==> config.mk <==
export PLATFORM = sky130hd
export DESIGN_NAME = placar_arbitro_soma
export DESIGN_NICKNAME = d
export VERILOG_FILES = /design/src/rtl/placar_pkg.sv /design/src/rtl/placar_rr_arb.sv /design/src/rtl/placar_arbitro_soma.sv
export SDC_FILE = /design/constraint.sdc
export NUM_CORES = 1
export LEC_CHECK = 0
export ABC_AREA = 1
export ABC_CLOCK_PERIOD_IN_PS = 1000
export CAP_MARGIN = 15
export CORE_MARGIN = 10
export CORE_UTILIZATION = 40
export DETAILED_ROUTE_END_ITERATION = 6
export PLACE_DENSITY = 0.78
export SLEW_MARGIN = 15
export SYNTH_ARGS = -nofsm -noshare
export SYNTH_HDL_FRONTEND = slang
export SYNTH_SLANG_ARGS = --single-unit
==> constraint.sdc <==
create_clock -name clk -period 1 [get_ports clk]
set_input_delay 0.3 -clock clk [delete_from_list [all_inputs] [get_ports clk]]
set_output_delay 0.3 -clock clk [all_outputs]
set_load 0.1 [all_outputs]
==> src/rtl/placar_pkg.sv <==
// Shared types and constants for the two-team score arbiter/sequencer.
package placar_pkg;

    localparam int SCORE_W = 7;
    localparam int PTS_W   = 2;

    localparam logic TEAM_A = 1'b0;
    localparam logic TEAM_B = 1'b1;

    typedef enum logic [1:0] {
        IDLE = 2'd0,
        ADD  = 2'd1,
        DONE = 2'd2
    } state_e;

    // A 7-bit carry-out means the true sum already exceeds any legal ceiling
    function automatic logic needs_sat(
        input logic               cout,
        input logic [SCORE_W-1:0] sum,
        input logic [SCORE_W-1:0] max_score
    );
        return cout | (sum > max_score);
    endfunction

endpackage

==> src/rtl/placar_rr_arb.sv <==
// Two-way round-robin picker; purely combinational, pointer register lives in the parent.
module placar_rr_arb
    import placar_pkg::*;
(
    input  logic [1:0] req_i,
    input  logic       prio_i,
    output logic       gnt_valid_o,
    output logic       gnt_idx_o
);

    // Select a single requester, using the pointer only to break a tie
    always_comb begin
        gnt_valid_o = |req_i;
        gnt_idx_o   = TEAM_A;
        case (req_i)
            2'b01:   gnt_idx_o = TEAM_A;
            2'b10:   gnt_idx_o = TEAM_B;
            2'b11:   gnt_idx_o = prio_i;
            default: gnt_idx_o = TEAM_A;
        endcase
    end

endmodule

==> src/rtl/placar_arbitro_soma.sv <==
// Shares one external score adder between two teams' point requests (IDLE/ADD/DONE).
// Optional PLACAR_ULTIMA_CESTA_EN adds last_team/last_pts/last_valid outputs.
module placar_arbitro_soma
    import placar_pkg::*;
#(
    parameter int MAX_SCORE = 99
) (
    input  logic               clk,
    input  logic               rst_n,
    input  logic               clr,
    input  logic [1:0]         req,
    input  logic [PTS_W-1:0]   pts0,
    input  logic [PTS_W-1:0]   pts1,
    output logic [1:0]         ack,
    output logic               busy,
    output logic [SCORE_W-1:0] add_a,
    output logic [PTS_W-1:0]   add_b,
    output logic               add_cin,
    input  logic [SCORE_W-1:0] add_sum,
    input  logic               add_cout,
    output logic [SCORE_W-1:0] score0,
    output logic [SCORE_W-1:0] score1,
`ifdef PLACAR_ULTIMA_CESTA_EN
    output logic               last_team,
    output logic [PTS_W-1:0]   last_pts,
    output logic               last_valid,
`endif
    output logic [1:0]         sat
);

    localparam logic [SCORE_W-1:0] MAX_C = SCORE_W'(MAX_SCORE);

    state_e             state_q, state_d;
    logic               prio_q, prio_d;
    logic               team_q, team_d;
    logic [SCORE_W-1:0] add_a_q, add_a_d;
    logic [PTS_W-1:0]   add_b_q, add_b_d;
    logic [SCORE_W-1:0] res_q, res_d;
    logic               res_sat_q, res_sat_d;
    logic [SCORE_W-1:0] score0_q, score0_d;
    logic [SCORE_W-1:0] score1_q, score1_d;
    logic [1:0]         sat_q, sat_d;
    logic [1:0]         ack_q, ack_d;
    logic               busy_q, busy_d;
`ifdef PLACAR_ULTIMA_CESTA_EN
    logic               last_team_q, last_team_d;
    logic [PTS_W-1:0]   last_pts_q, last_pts_d;
    logic               last_valid_q, last_valid_d;
`endif

    logic gnt_valid_s;
    logic gnt_idx_s;

    placar_rr_arb u_arb (
        .req_i       (req),
        .prio_i      (prio_q),
        .gnt_valid_o (gnt_valid_s),
        .gnt_idx_o   (gnt_idx_s)
    );

    // Next-state and datapath decisions; clr is applied last so it overrides every state
    always_comb begin
        state_d   = state_q;
        prio_d    = prio_q;
        team_d    = team_q;
        add_a_d   = add_a_q;
        add_b_d   = add_b_q;
        res_d     = res_q;
        res_sat_d = res_sat_q;
        score0_d  = score0_q;
        score1_d  = score1_q;
        sat_d     = sat_q;
        ack_d     = 2'b00;
        busy_d    = busy_q;
`ifdef PLACAR_ULTIMA_CESTA_EN
        last_team_d  = last_team_q;
        last_pts_d   = last_pts_q;
        last_valid_d = last_valid_q;
`endif
        case (state_q)
            IDLE: begin
                if (gnt_valid_s) begin
                    team_d  = gnt_idx_s;
                    add_a_d = (gnt_idx_s == TEAM_B) ? score1_q : score0_q;
                    add_b_d = (gnt_idx_s == TEAM_B) ? pts1 : pts0;
                    state_d = ADD;
                    busy_d  = 1'b1;
                end else begin
                    busy_d  = 1'b0;
                end
            end
            ADD: begin
                res_sat_d = needs_sat(add_cout, add_sum, MAX_C);
                res_d     = res_sat_d ? MAX_C : add_sum;
                ack_d     = (team_q == TEAM_B) ? 2'b10 : 2'b01;
                state_d   = DONE;
                busy_d    = 1'b1;
            end
            DONE: begin
                if (team_q == TEAM_B) begin
                    score1_d = res_q;
                    sat_d[1] = res_sat_q;
                end else begin
                    score0_d = res_q;
                    sat_d[0] = res_sat_q;
                end
                prio_d  = ~team_q;
                state_d = IDLE;
                busy_d  = 1'b0;
`ifdef PLACAR_ULTIMA_CESTA_EN
                last_team_d  = team_q;
                last_pts_d   = add_b_q;
                last_valid_d = 1'b1;
`endif
            end
            default: begin
                state_d = IDLE;
                busy_d  = 1'b0;
            end
        endcase

        // Abort: in-flight op is dropped silently, pointer keeps its position
        if (clr) begin
            state_d  = IDLE;
            score0_d = '0;
            score1_d = '0;
            sat_d    = 2'b00;
            ack_d    = 2'b00;
            busy_d   = 1'b0;
`ifdef PLACAR_ULTIMA_CESTA_EN
            last_valid_d = 1'b0;
`endif
        end else begin
            state_d = state_d;
        end
    end

    // State and output registers
    always_ff @(posedge clk or negedge rst_n) begin
        if (!rst_n) begin
            state_q   <= IDLE;
            prio_q    <= TEAM_A;
            team_q    <= TEAM_A;
            add_a_q   <= '0;
            add_b_q   <= '0;
            res_q     <= '0;
            res_sat_q <= 1'b0;
            score0_q  <= '0;
            score1_q  <= '0;
            sat_q     <= 2'b00;
            ack_q     <= 2'b00;
            busy_q    <= 1'b0;
`ifdef PLACAR_ULTIMA_CESTA_EN
            last_team_q  <= 1'b0;
            last_pts_q   <= '0;
            last_valid_q <= 1'b0;
`endif
        end else begin
            state_q   <= state_d;
            prio_q    <= prio_d;
            team_q    <= team_d;
            add_a_q   <= add_a_d;
            add_b_q   <= add_b_d;
            res_q     <= res_d;
            res_sat_q <= res_sat_d;
            score0_q  <= score0_d;
            score1_q  <= score1_d;
            sat_q     <= sat_d;
            ack_q     <= ack_d;
            busy_q    <= busy_d;
`ifdef PLACAR_ULTIMA_CESTA_EN
            last_team_q  <= last_team_d;
            last_pts_q   <= last_pts_d;
            last_valid_q <= last_valid_d;
`endif
        end
    end

    assign ack     = ack_q;
    assign busy    = busy_q;
    assign add_a   = add_a_q;
    assign add_b   = add_b_q;
    assign add_cin = 1'b0;
    assign score0  = score0_q;
    assign score1  = score1_q;
    assign sat     = sat_q;
`ifdef PLACAR_ULTIMA_CESTA_EN
    assign last_team  = last_team_q;
    assign last_pts   = last_pts_q;
    assign last_valid = last_valid_q;
`endif

endmodule

# Yosys cells after proc, flatten, opt, wreduce, memory -nomap -nowiden
# Cells that the tools add are included.
totals:
  regBits: 40
  in_bits: 17
  out_inout_bits: 29
op_classes:
  n_lt_le_gt_ge: 1
  eq_ne: 6
  mux: 23
  bitwise_logic: 2
  n_reduce_logical: 7
op_table:
  columns: ["operator", "count"]
  rows:
  - ["two-way mux 7 bit", 8]
  - ["two-way mux 2 bit", 8]
  - ["greater-than comparator 7 bit, second input constant", 1]
  - ["== test 2 bit, second input constant", 3]
  - ["AND reduction 2 bit", 3]
  - ["two-way mux 1 bit", 4]
  - ["one-hot mux 1 bit (2 select lines)", 2]
  - ["one-hot mux 2 bit (2 select lines)", 1]
  - ["nonzero test 2 bit", 2]
  - ["inequality test 3 bit, second input constant", 1]
  - ["== test 2 x 1 -> 1 bit, second input constant", 1]
  - ["zero test 2 bit", 1]
  - ["inequality test 2 bit, second input constant", 1]
  - ["OR reduction 2 bit", 1]
  - ["inverter 1 bit", 1]
  - ["bitwise OR 1 bit", 1]

# Depth between registers and ports, before layout
# Gate-level depths: netlist (run 1).
depth:
  depth_word: 4
  ltp_mapped: 7
  mapped_depth_nobuf: 7

# Hierarchy
# A second synthesis (run 1) with hierarchy kept.
unflattened:
  hier_cells: 212
  hier_area_um2: 1767.9
by_module_without_submodules:
  columns: ["mod", "n_inst", "cells_per_inst", "area_each_um2", "seq_area_each_um2"]
  rows:
  - ["placar_arbitro_soma", 1, 207, 1745.4, 1001.0]
  - ["placar_rr_arb", 1, 5, 22.5, 0.0]

# Worst setup path before layout (run 1)
# OpenSTA, ideal clock, no wires.
synth_path:
  kind: "flip-flop to flip-flop"
  startpoint: "reg score0_q[0], in the netlist score0[0]"
  endpoint: "reg add_a_q[0], in the netlist add_a[0]"
  setup_time_ns: 0.067
  arrival_time_ns: 1.266
  required_time_ns: 0.933
  path_slack_ns: -0.334
  path_stages_with_launch: 5
  path_buffers: 0
  period_less_slack_ns: 1.334
  cell_sequence: "dfrtp_1 inv_1 nand2_1 nand3_1 nand2_1"
synth_between:
  elab_chain_len: 1
synth_rtl:
  columns: ["element", "line_no", "text"]
  rows:
  - ["start, declared", "placar_arbitro_soma.sv:40", "logic [SCORE_W-1:0] score0_q, score0_d;"]
  - ["start signal, assigned", "placar_arbitro_soma.sv:166", "score0_q <= score0_d;"]
  - ["two-way mux 7 bit", "placar_arbitro_soma.sv:84", "add_a_d = (gnt_idx_s == TEAM_B) ? score1_q : score0_q;"]
  - ["end signal, assigned", "placar_arbitro_soma.sv:144", "add_a_q <= '0;"]
  - ["end signal, assigned", "placar_arbitro_soma.sv:162", "add_a_q <= add_a_d;"]
  - ["end, declared", "placar_arbitro_soma.sv:36", "logic [SCORE_W-1:0] add_a_q, add_a_d;"]
# No other way between the ends.
# A chain may end at the register's enable or synchronous reset.

# Final worst setup path (run 1)
layout_path:
  startpoint: "reg score0_q[1], in the netlist score0[1]"
  endpoint: "out score0[1]"
layout_rtl:
  columns: ["element", "line_no", "text"]
  rows:
  - ["end, declared", "placar_arbitro_soma.sv:21", "output logic [SCORE_W-1:0] score0,"]
# No word-level cell between the ends.

==> results.yml, run 1 <==
clock_tree:
  htree_levels: 2
  cts_tree: "done"
  path_clk_slew_ps: 80
  clock_latency_ps: 300
  cts_root_buf: "clkbuf_8"
  clock_sinks: 40
  clockBufferDepth: 2
  cts_buffers: 5
power_and_ir_drop:
  finalPower_w: 0.00712
  powerDensity_mw_per_mm2: 2100
  p_leak_nw: 1.61
  ir_drop_mv: 0.935
route:
  ant_nets: 0
  remaining_drc_errors: 0
  avgRoutedWirePerCell_um: 19.1
  via_per_inst: 5.27
  drt_iter0_drc: 78
  routed_wl_mm: 6.52
  num_vias: 1802
  drtPass1Iterations: 4
global_routing:
  grt_pass1_vias: 1909
  antenna_found_initial: 0
  grt-ovfl-total: 0
  grt_max_degree: 41
  grt_first_pass_wirelength_mm: 9.36
  grt.total_usage_pct: 15.7
timing:
  setup_viol: 67
  max_freq_mhz: 814
  grt_setup_unrepaired: "yes"
  post-route-min-period_ps: 1230
  fin_worst_skew_ps: 7.41
  worst_slack_ps: -228
  slew_violations: 0
  hold_viol: 0
  hold_slack_ps: 503
  finalCritPeriodShare_pct: 123
worst_hold_path:
  min_path_type: "input pin to async pin"
status:
  violations: "negative setup slack"
  outcome: "complete, but fails checks"
worst_setup_path:
  startpoint: "score0[1]$_DFFE_PN0P_"
  crit_arrival_ps: 930
  crit_type: "flip-flop to primary output"
  critPathBufInv: 1
  cp.depth: 1
  cp-start-kind: "flip-flop"
  cp-end-kind: "primary output"
  cp.required_ps: 700
  cp_max_fo: 2
  critical_path.endpoint: "score0[1]"
  path_delay_family: "flip-flops"
  path_cells: "buf_12"
  max_stage_delay_ps: 450
  r2r_start: "state_q[0]$_DFFE_PN0P_"
  worstRegToRegCells: 5
  cpMaxStageDelayCell: "dfrtp_2"
  rr_endpoint: "score1[2]$_DFFE_PN0P_"
  reg2reg_slack_ps: -190
yosys:
  synth_seq_area_share_pct: 53.7
  yosysWarnings: 0
  syn_area_mm2: 0.00186
  synth.largest_area_cell: "dfrtp_1"
  postSynthCellCount: 212
  syn_avg_cell_area_um2: 8.79
  synth_nets: 229
  synth_cell_type_count: 23
  synth.top_cell.area_share_pct: 53.7
  synth-seq-cells: 40
  synthTopCellsByArea: "dfrtp_1 (54%), nand2_1 (9.9%), inv_1 (6.2%)"
final_layout:
  final_layout_size_suffix_gt1_share_pct: 62.8
  antennaDiodeCount: 0
  n_fill_cell: 262
  final-seq-area_mm2: 0.00104
  nets: 306
  multi_input_area_mm2: 0.00102
  final-instance-count-excl-fill: 342
  area_growth_syn_to_layout_pct: 82.4
floorplanning:
  num_io_pins: 46
  die_x_um: 88.2
  rows: 24
  die_area_mm2: 0.00779
  start_util_pct: 41.9
  die_h_um: 88.2
  core_area_mm2: 0.00444
placed_design:
  hpwl_mm: 3.56
  dp_cells: 313
  gp_congestion: 0.790
  portBuffers: 44
run:
  maxCapViolations: 0
-- final cells by class --
cell class | count | share of cell area (%)
Timing Repair inverter | 1 | 0.331
Sequential cell | 40 | 30.5
Clock buffer | 6 | 2.43
Multi-Input combinational cell | 133 | 29.9
Inverter | 35 | 4.46
Clock inverter | 2 | 0.295
Tap cell | 52 | 1.91
Timing Repair Buffer | 73 | 30.2
-- repair_timing --
action | CTS | global route
hold buffers | 1 | 0
buffers inserted | 11 | 6
gates resized for setup | 55 | 53
endpoints found under the setup margin | 62 | 67
cloned | 3 | 0
endpoints found under the hold margin | 40 | 0
pin swaps | 22 | 14
-- stage by stage --
step	TNS, ps	setup WS (ps)	instance area (um2)	utilization [%]
2_1_floorplan	-885	-91.9	1910	-
3_3_place_gp	-12840	-445	2750	61.9
3_5_place_dp	-13590	-485	2750	61.9
4_1_cts	-8240	-214	3150	70.8
5_1_grt	-12700	-266	3400	76.5
6_report	-10300	-228	3400	76.5
-- how the worst min path moves through the flow --
stage           from                endpoint  slack [ps]  depth (start not counted)
6_report       rst_n   score0[1]$_DFFE_PN0P_         500                          3
4_1_cts        rst_n  state_q[1]$_DFFE_PN0P_         510                          3
5_1_grt        rst_n    add_a[3]$_DFFE_PN0P_         540                          3
3_3_place_gp   rst_n      team_q$_DFFE_PN0P_         280                          2
3_5_place_dp   rst_n      team_q$_DFFE_PN0P_         280                          2
2_1_floorplan  rst_n        ack[0]$_DFF_PN0_           4                          0
-- sequential cells by signal, indices dropped and copies added (netlist names) --
| signal | flops |
|---|---|
| team_q | 1 |
| add_b | 2 |
| state_q | 2 |
| res_sat_q | 1 |
| sat | 2 |
| add_a | 7 |
| score0 | 7 |
| prio_q | 1 |
| res_q | 7 |
| busy | 1 |
| score1 | 7 |
| ack | 2 |
-- cell usage after synthesis, drive strengths merged --
cell,instances
buf,6
nor3,2
inv,35
a22oi,1
nand2,65
dfrtp,40
nor2,15
a21oi,1
o21ai,23
nand3,23
conb,1
-- logic make-up (layout without fill, tap and decap cells) --
kind of cell	count (synthesis)	after routing	share of synthesized area (%)
buffers and inverters	41	117	10.4
other	1	1	0.201
flip-flops	40	40	53.7
AO/OA/AOI/OAI	25	25	8.46
AND/OR/NAND/NOR	105	107	27.2
-- where the power goes --
group	internal [W]	switching (W)	total, W	leakage, nW
logic	0.00138	0.00241	0.00379	1.09
registers	0.00193	0.000270	0.00220	0.468
clock network	0.000551	0.000580	0.00113	0.0510
-- layout by cell type (no fill, tap or decap), types with 12 or more instances in the layout --
cell type        count
buf_12              33
inv_1               29
dfrtp_2             29
nand2_1             23
nand2_2             23
nand2_4             16
buf_4               15
o21ai_2             14
nand3_1             13
clkdlybuf4s50_1     12
-- layer usage --
| metal | up-vias | global-route usage, % | part of all wire (%) |
|---|---|---|---|
| met2 | 74 | 28.3 | 54 |
| met5 | - | 0 | 0 |
| met1 | 899 | 15.9 | 36 |
| met4 | 0 | 7.93 | 4.1 |
| met3 | 25 | 4.96 | 5.6 |
| li1 | 804 | - | - |
(Power assumes the default switching activity.)
==> inputs of run 2 (changes only) <==
Settings changed: CAP_MARGIN 15 to 20.
==> results of run 2 <==
No change in the layout: final DEF, timing and power equal those of run 1.
